--- config.mk ---
export PLATFORM = sky130hd
export DESIGN_NAME = qspi_mem_responder_flat
export DESIGN_NICKNAME = d
export VERILOG_FILES = /design/src/rtl/qspi_mem_responder_if.sv /design/src/rtl/qspi_mem_responder.sv /design/src/flat_wrapper.sv
export SDC_FILE = /design/constraint.sdc
export NUM_CORES = 1
export LEC_CHECK = 0
export ABC_CLOCK_PERIOD_IN_PS = 3500
export CORE_UTILIZATION = 68
export CTS_CLUSTER_DIAMETER = 100
export DETAILED_ROUTE_END_ITERATION = 12
export GPL_ROUTABILITY_DRIVEN = 0
export PLACE_DENSITY_LB_ADDON = 0.08
export SETUP_SLACK_MARGIN = 0.2
export SYNTH_ARGS = -nofsm -noshare
export SYNTH_HDL_FRONTEND = slang
export SYNTH_SLANG_ARGS = --single-unit
--- constraint.sdc ---
create_clock -name clk -period 3.5 [get_ports clk]
set_input_delay 0.525 -clock clk [delete_from_list [all_inputs] [get_ports clk]]
set_output_delay 0.525 -clock clk [all_outputs]
set_load 0.05 [all_outputs]
--- src/rtl/qspi_mem_responder_if.sv ---
// rtl/qspi_mem_responder_if.sv - Quad-SPI host/target bus bundle
// Purpose : groups the QSPI pins shared by a host (master) and the memory
//           responder (slave).
// Signals : qspi_sclk   host serial clock, mode 0
//           qspi_cs_n   host chip select, active low
//           qspi_io_in  IO[3:0] driven by the host
//           qspi_io_out IO[3:0] driven by the responder
//           qspi_io_oe  per-bit responder output enable (1 = drive)
interface qspi_mem_responder_if;
  logic       qspi_sclk;
  logic       qspi_cs_n;
  logic [3:0] qspi_io_in;
  logic [3:0] qspi_io_out;
  logic [3:0] qspi_io_oe;

  modport master (
    output qspi_sclk, qspi_cs_n, qspi_io_in,
    input  qspi_io_out, qspi_io_oe
  );

  modport slave (
    input  qspi_sclk, qspi_cs_n, qspi_io_in,
    output qspi_io_out, qspi_io_oe
  );
endinterface

--- src/rtl/qspi_mem_responder.sv ---
// rtl/qspi_mem_responder.sv - Quad-SPI memory target with flop-based byte array
// Purpose : oversamples host SCLK/CS_n/IO in the clk domain, decodes quad
//           read (0xEB) and write (0x38) transactions and serves them from an
//           internal MEM_DEPTH-byte array.
// Ports   : clk, rst_n (async, active low)
//           bus      qspi_mem_responder_if.slave (sclk, cs_n, io_in, io_out, io_oe)
//           busy     high while CS_n (synchronized) is low
//           wr_count bytes committed to memory, wraps 255->0
//           wp_n     active-low write protect, only with QSPI_RESP_WP_EN
// Option  : define QSPI_RESP_WP_EN to add wp_n; undefined, writes always allowed.
module qspi_mem_responder #(
  parameter int MEM_DEPTH    = 64,
  parameter int ADDR_BITS    = 24,
  parameter int DUMMY_CYCLES = 4
) (
  input  logic       clk,
  input  logic       rst_n,
`ifdef QSPI_RESP_WP_EN
  input  logic       wp_n,
`endif
  qspi_mem_responder_if.slave bus,
  output logic       busy,
  output logic [7:0] wr_count
);

  localparam int         PTR_BITS   = $clog2(MEM_DEPTH);
  localparam logic [7:0] ADDR_LAST  = 8'(ADDR_BITS / 4 - 1);
  localparam logic [7:0] DUMMY_LAST = 8'((DUMMY_CYCLES > 0) ? DUMMY_CYCLES - 1 : 0);
  localparam logic [7:0] CMD_READ   = 8'hEB;
  localparam logic [7:0] CMD_WRITE  = 8'h38;

  typedef enum logic [2:0] {
    S_IDLE, S_CMD, S_ADDR, S_DUMMY, S_RDATA, S_WDATA, S_IGNORE
  } state_t;

  state_t              r_state;
  logic                r_sclk_s1, r_sclk_s2, r_sclk_prev;
  logic                r_cs_s1, r_cs_s2, r_cs_prev;
  logic [1:0]          r_settle;
  logic [3:0]          r_io_s1, r_io_s2;
  logic [7:0]          r_cnt;
  logic [3:0]          r_nib;
  logic                r_second;
  logic                r_is_write;
  logic [PTR_BITS-1:0] r_ptr;
  logic [3:0]          r_io_out;
  logic [3:0]          r_io_oe;
  logic                r_busy;
  logic [7:0]          r_wr_count;
  logic [7:0]          r_mem [MEM_DEPTH];

  logic                w_rise, w_fall, w_cs_fall, w_wp_ok;
  logic [7:0]          w_cmd;

  always_ff @(posedge clk or negedge rst_n) begin
    if (!rst_n) begin
      r_sclk_s1   <= 1'b0;
      r_sclk_s2   <= 1'b0;
      r_sclk_prev <= 1'b0;
      r_cs_s1     <= 1'b1;
      r_cs_s2     <= 1'b1;
      r_cs_prev   <= 1'b1;
      r_settle    <= 2'd0;
      r_io_s1     <= 4'h0;
      r_io_s2     <= 4'h0;
    end else begin
      r_sclk_s1   <= bus.qspi_sclk;
      r_sclk_s2   <= r_sclk_s1;
      r_sclk_prev <= r_sclk_s2;
      r_cs_s1     <= bus.qspi_cs_n;
      r_cs_s2     <= r_cs_s1;
      r_cs_prev   <= r_cs_s2;
      r_io_s1     <= bus.qspi_io_in;
      r_io_s2     <= r_io_s1;
      if (r_settle != 2'd3) r_settle <= r_settle + 2'd1;
    end
  end

`ifdef QSPI_RESP_WP_EN
  logic r_wp_s1, r_wp_s2;
  always_ff @(posedge clk or negedge rst_n) begin
    if (!rst_n) begin
      r_wp_s1 <= 1'b0;
      r_wp_s2 <= 1'b0;
    end else begin
      r_wp_s1 <= wp_n;
      r_wp_s2 <= r_wp_s1;
    end
  end
  assign w_wp_ok = r_wp_s2;
`else
  assign w_wp_ok = 1'b1;
`endif

  assign w_rise    = r_sclk_s2 & ~r_sclk_prev;
  assign w_fall    = ~r_sclk_s2 & r_sclk_prev;
  // The synchronizer resets to "deselected"; if CS_n is already low at reset
  // release, that reset value would look like a fresh falling edge. Only
  // accept a fall once the pipeline holds real pin history.
  assign w_cs_fall = r_cs_prev & ~r_cs_s2 & (r_settle == 2'd3);
  assign w_cmd     = {r_nib, r_io_s2};

  always_ff @(posedge clk or negedge rst_n) begin
    if (!rst_n) begin
      r_state    <= S_IDLE;
      r_cnt      <= 8'd0;
      r_nib      <= 4'h0;
      r_second   <= 1'b0;
      r_is_write <= 1'b0;
      r_ptr      <= '0;
      r_io_out   <= 4'h0;
      r_io_oe    <= 4'h0;
      r_busy     <= 1'b0;
      r_wr_count <= 8'd0;
      for (int i = 0; i < MEM_DEPTH; i++) r_mem[i] <= 8'h00;
    end else begin
      r_busy <= ~r_cs_s2;
      // Deselect overrides everything, including an SCLK rise in the same
      // cycle; any half nibble or partial header is simply dropped.
      if (r_cs_s2) begin
        r_state  <= S_IDLE;
        r_io_oe  <= 4'h0;
        r_io_out <= 4'h0;
        r_second <= 1'b0;
      end else begin
        case (r_state)
          S_IDLE: begin
            if (w_cs_fall) begin
              r_state  <= S_CMD;
              r_cnt    <= 8'd0;
              r_second <= 1'b0;
            end
          end
          S_CMD: begin
            if (w_rise) begin
              if (!r_second) begin
                r_nib    <= r_io_s2;
                r_second <= 1'b1;
              end else begin
                r_second <= 1'b0;
                r_cnt    <= 8'd0;
                if (w_cmd == CMD_READ) begin
                  r_is_write <= 1'b0;
                  r_state    <= S_ADDR;
                end else if (w_cmd == CMD_WRITE && w_wp_ok) begin
                  r_is_write <= 1'b1;
                  r_state    <= S_ADDR;
                end else begin
                  r_state <= S_IGNORE;
                end
              end
            end
          end
          S_ADDR: begin
            if (w_rise) begin
              // Shifting through a PTR_BITS-wide register keeps only the
              // low address bits, which is exactly address mod MEM_DEPTH.
              r_ptr <= PTR_BITS'({r_ptr, r_io_s2});
              if (r_cnt == ADDR_LAST) begin
                r_cnt <= 8'd0;
                if (r_is_write)             r_state <= S_WDATA;
                else if (DUMMY_CYCLES == 0) r_state <= S_RDATA;
                else                        r_state <= S_DUMMY;
              end else begin
                r_cnt <= r_cnt + 8'd1;
              end
            end
          end
          S_DUMMY: begin
            if (w_rise) begin
              if (r_cnt == DUMMY_LAST) r_state <= S_RDATA;
              else                     r_cnt   <= r_cnt + 8'd1;
            end
          end
          S_RDATA: begin
            if (w_fall) begin
              r_io_oe <= 4'hF;
              if (!r_second) begin
                r_io_out <= r_mem[r_ptr][7:4];
                r_second <= 1'b1;
              end else begin
                r_io_out <= r_mem[r_ptr][3:0];
                r_second <= 1'b0;
                r_ptr    <= r_ptr + 1'b1;
              end
            end
          end
          S_WDATA: begin
            if (w_rise) begin
              if (!r_second) begin
                r_nib    <= r_io_s2;
                r_second <= 1'b1;
              end else begin
                r_mem[r_ptr] <= w_cmd;
                r_ptr        <= r_ptr + 1'b1;
                r_wr_count   <= r_wr_count + 8'd1;
                r_second     <= 1'b0;
              end
            end
          end
          default: begin
            r_io_oe <= 4'h0;
          end
        endcase
      end
    end
  end

  assign bus.qspi_io_out = r_io_out;
  assign bus.qspi_io_oe  = r_io_oe;
  assign busy            = r_busy;
  assign wr_count        = r_wr_count;

endmodule
--- src/flat_wrapper.sv ---
// flat-port wrapper written by rule: the top's interface ports become plain ports
module qspi_mem_responder_flat 
#(
  parameter int MEM_DEPTH    = 64,
  parameter int ADDR_BITS    = 24,
  parameter int DUMMY_CYCLES = 4
)
  (clk, rst_n, busy, wr_count, bus_qspi_sclk, bus_qspi_cs_n, bus_qspi_io_in, bus_qspi_io_out, bus_qspi_io_oe);
  qspi_mem_responder_if bus_i ();
  input  logic clk;
  input  logic rst_n;
  output logic busy;
  output logic [7:0] wr_count;
  input wire logic [$bits(bus_i.qspi_sclk)-1:0] bus_qspi_sclk;
  input wire logic [$bits(bus_i.qspi_cs_n)-1:0] bus_qspi_cs_n;
  input wire logic [$bits(bus_i.qspi_io_in)-1:0] bus_qspi_io_in;
  output wire logic [$bits(bus_i.qspi_io_out)-1:0] bus_qspi_io_out;
  output wire logic [$bits(bus_i.qspi_io_oe)-1:0] bus_qspi_io_oe;
  assign bus_i.qspi_sclk = bus_qspi_sclk;
  assign bus_i.qspi_cs_n = bus_qspi_cs_n;
  assign bus_i.qspi_io_in = bus_qspi_io_in;
  assign bus_qspi_io_out = bus_i.qspi_io_out;
  assign bus_qspi_io_oe = bus_i.qspi_io_oe;
  qspi_mem_responder #(.MEM_DEPTH(MEM_DEPTH), .ADDR_BITS(ADDR_BITS), .DUMMY_CYCLES(DUMMY_CYCLES)) u_core (.clk(clk), .rst_n(rst_n), .bus(bus_i), .busy(busy), .wr_count(wr_count));
endmodule
==> results by group, run 1 <==
Outcome
  • Status: finished clean

Global route
  • Largest net degree at the start of global routing: 97
  • Antenna violations before repair: 1
  • Total global routing overflow: 0
  • First-pass GRT wire length: 109000 um
  • GRT Util Overall: 37.5%
  • Vias in the first global route: roughly 18000

Timing
  • Final Max Slew Viols: 0
  • Rel. slew slack: 30.2%
  • Max Clk Rate: 0.323 GHz
  • RSZ-0062 raised after global routing: no
  • Final Hold Vio Count: 0
  • Setup TNS: 0 ps
  • Final setup viols: 0
  • Worst Slack Setup Final: 404 ps
  • Post-route minimum period: between 3000 and 4000 ps
  • Fin crit share: 88.5%
  • Final Skew: ~27 ps
  • Worst Max-Slew Pin Slew: 1050 ps

Power
  • Leak Pwr: 13.3 nW
  • Peak VDD IR: 0.410 mV
  • Pwr Density: 462 nW/um^2

Placed design
  • Setup Slack @ Placement: 415 ps
  • # port buffers: 24
  • HPWL after detailed placement: 45400 um
  • Placed Area: 27000 um^2

Routing
  • Routed WL per cell: ~28 um
  • Vias post-DR: approximately 17000
  • DR vias/cell: between 6 and 7
  • DRT Pass-1 Iters: 7
  • Drt drc: 0
  • DR iter-0 viols: 1734
  • Post-Route WL: slightly above 70000 um
  • Final antenna-violating net count: 0

Critical path
  • WS Path Type: reg2reg
  • R2R setup slack: 400 ps
  • CP required: a little under 4000 ps
  • Worst-path maximum fanout: 15
  • Critical Path End Type: flop
  • Worst Path Arrival: 3580 ps
  • Startpoint Class: flop

Die
  • IO Pins: 25
  • Starting Density: approximately 70%
  • # rows: 71
  • Die X: 198 um
  • Core area: 37800 um^2
  • Die Ht: 198 um
  • Die area: 39200 um^2

Logic synthesis
  • Ys async rst share: between 90% and 100%
  • Synth Register Bits: 565
  • Part of the Yosys area used for sequential elements: 54.2%
  • Synth cell types: 73
  • Top FF cell, synth: dfrtp_1
  • Yosys top cell area share: 53.9%
  • Area contributors post-synth: dfrtp_1 54%, mux2_2 22%, mux2i_1 4.2%
  • Cell with the most instances after synthesis: dfrtp_1
  • Syn avg cell area: 13.4 um^2
  • Post-synth EDFFs: 0
  • Dominant cell type by area after synthesis: dfrtp_1
  • Mapped Nets: 1964
  • Post-Syn Area: 26100 um^2
  • Synth cell count leaders: 562 x dfrtp_1, 503 x mux2_2, 109 x mux2i_1
  • Synth Warn #: 0
  • Synth Instances: 1951

CTS
  • H-tree Lvls: 2
  • Post-CTS Setup Repair Bufs: 0
  • CTS Sinks: 565
  • Root Buffer: clkbuf_16
  • Clock-pin slew on the worst setup and hold paths: approximately 60 ps
  • CTS buffer count: 56
  • Longest Clk Path Bufs: 3
  • TritonCTS clock tree: built
  • Worst-Skew Late Latency: 610 ps

Cells and area
  • Share of cells above drive strength 1: 39.3%
  • Nets: 1978
  • Layout fillers: 2369
  • Register area: roughly 14000 um^2
  • Antenna cells: 0
  • Design area: ~29000 um^2
  • Footprint of the multi-input gates: about 11000 um^2
  • P&R area growth vs syn: 10.5%

Worst hold path
  • Worst hold path class: in2reg

Job
  • MaxCap Viol Count: 0
report_power, final:
group	total (W)	switching, W	internal [W]	leakage [nW]
Clock	0.00588	0.00249	0.00340	0.879
Combinational	0.000757	0.000594	0.000163	4.56
Sequential	0.00668	0.000114	0.00656	7.83
final cells by class:
| cell class | count | share of cell area [%] |
|---|---|---|
| tap | 511 | 2.22 |
| timing repair buffer | 100 | 3.27 |
| sequential | 565 | 49.1 |
| clock buffer | 86 | 5.78 |
| clock inverter | 12 | 0.404 |
| multi-input combinational | 1232 | 39.1 |
| inverter | 10 | 0.130 |
registers in the layout, indices dropped and copies added, names as in the netlist, 2 cells and up:
name	flops
u_core.r_io_s1	4
u_core.r_nib	4
u_core.r_state	3
u_core.wr_count	8
u_core.bus.qspi_io_out	4
u_core.r_io_s2	4
u_core.r_ptr	6
u_core.r_cnt	8
u_core.r_mem	512
u_core.r_settle	2
per-stage QoR:
stage / instances / hold WS (ps) / utilization (%) / power [W]
CTS: 2516 / 304 / 76.3 / 0.0133
detailed placement: 2417 / 337 / 71.6 / 0.00753
global route: 2516 / 312 / 76.4 / 0.0137
finish: 2516 / 323 / 76.4 / 0.0133
global placement: 2417 / 332 / 71.6 / 0.00751
floorplan: 1951 / 229 / - / 0.00711
cell families after synthesis:
| kind of cell | share of synthesized area, % |
|---|---|
| muxes | 29.0 |
| AOI/OAI and AO/OA | 7.66 |
| buffers and inverters | 2.64 |
| and+or+nand+nor | 5.94 |
| adders and majority gates | 0.240 |
| DFF | 54.2 |
| xor gates and xnor gates | 0.269 |
layer usage:
metal | up-vias | global-route usage [%] | wire length, um
met5 | - | 0 | 13
met2 | 768 | 57.7 | 33000
met3 | 197 | 9.08 | 5970
li1 | 7231 | - | -
met4 | 2 | 17.8 | 3290
met1 | 9108 | 50.7 | 28600
repair_timing:
item / 4_1_cts / 5_1_grt
gates resized for setup: 0 / 1
endpoints found under the hold margin: 71 / 0
endpoints found under the setup margin: 0 / 4
hold buffers: 1 / 0
worst paths after layout:
| path | endpoint | cells after the start | startpoint |
|---|---|---|---|
| hold reg to reg | u_core.r_io_s2[1]$_DFF_PN0_ | 0 | u_core.r_io_s1[1]$_DFF_PN0_ |
| max in group asynchronous | u_core.r_mem[141]$_DFFE_PN0P_ | 3 | rst_n |
| setup / recovery | u_core.r_mem[179]$_DFFE_PN0P_ | 5 | u_core.r_state[0]$_DFFE_PN0P_ |
| setup reg to reg | u_core.r_mem[179]$_DFFE_PN0P_ | 5 | u_core.r_state[0]$_DFFE_PN0P_ |
| hold / removal | u_core.r_cs_s1$_DFF_PN1_ | 1 | bus_qspi_cs_n |
| min in group asynchronous | u_core.r_cnt[7]$_DFFE_PN0P_ | 2 | rst_n |
layout by cell type, fill, tap and decap left out, types with 11 or more instances in the layout:
cell type,Yosys,final
nor2_1,40,40
nand2_1,63,63
nor2_2,43,43
clkbuf_8,0,13
mux2_2,503,503
mux4_2,33,33
nor2b_1,11,11
o21ai_0,66,66
clkdlybuf4s50_1,0,23
nand2b_1,11,11
o22ai_1,47,47
nand2_2,16,16
clkbuf_1,84,16
a21oi_1,38,38
a221oi_1,52,52
mux2i_1,109,109
nand3_1,21,21
a22oi_1,27,27
buf_4,17,65
dfrtp_1,562,551
clkbuf_16,0,57
critical path: stages, from the launching register on:
cell and delay (ps):
dfrtp_1 570, and4bb_1 330, and3_1 620, nand3_1 450, nor2_2 590, mux2_2 400
No activity file was read; power rests on OpenSTA's default activity.
==> inputs of run 2 (changes only) <==
Settings changed: CAP_MARGIN from default to 5.
==> results of run 2 <==
Final layout, timing and power as in run 1 (identical DEF).
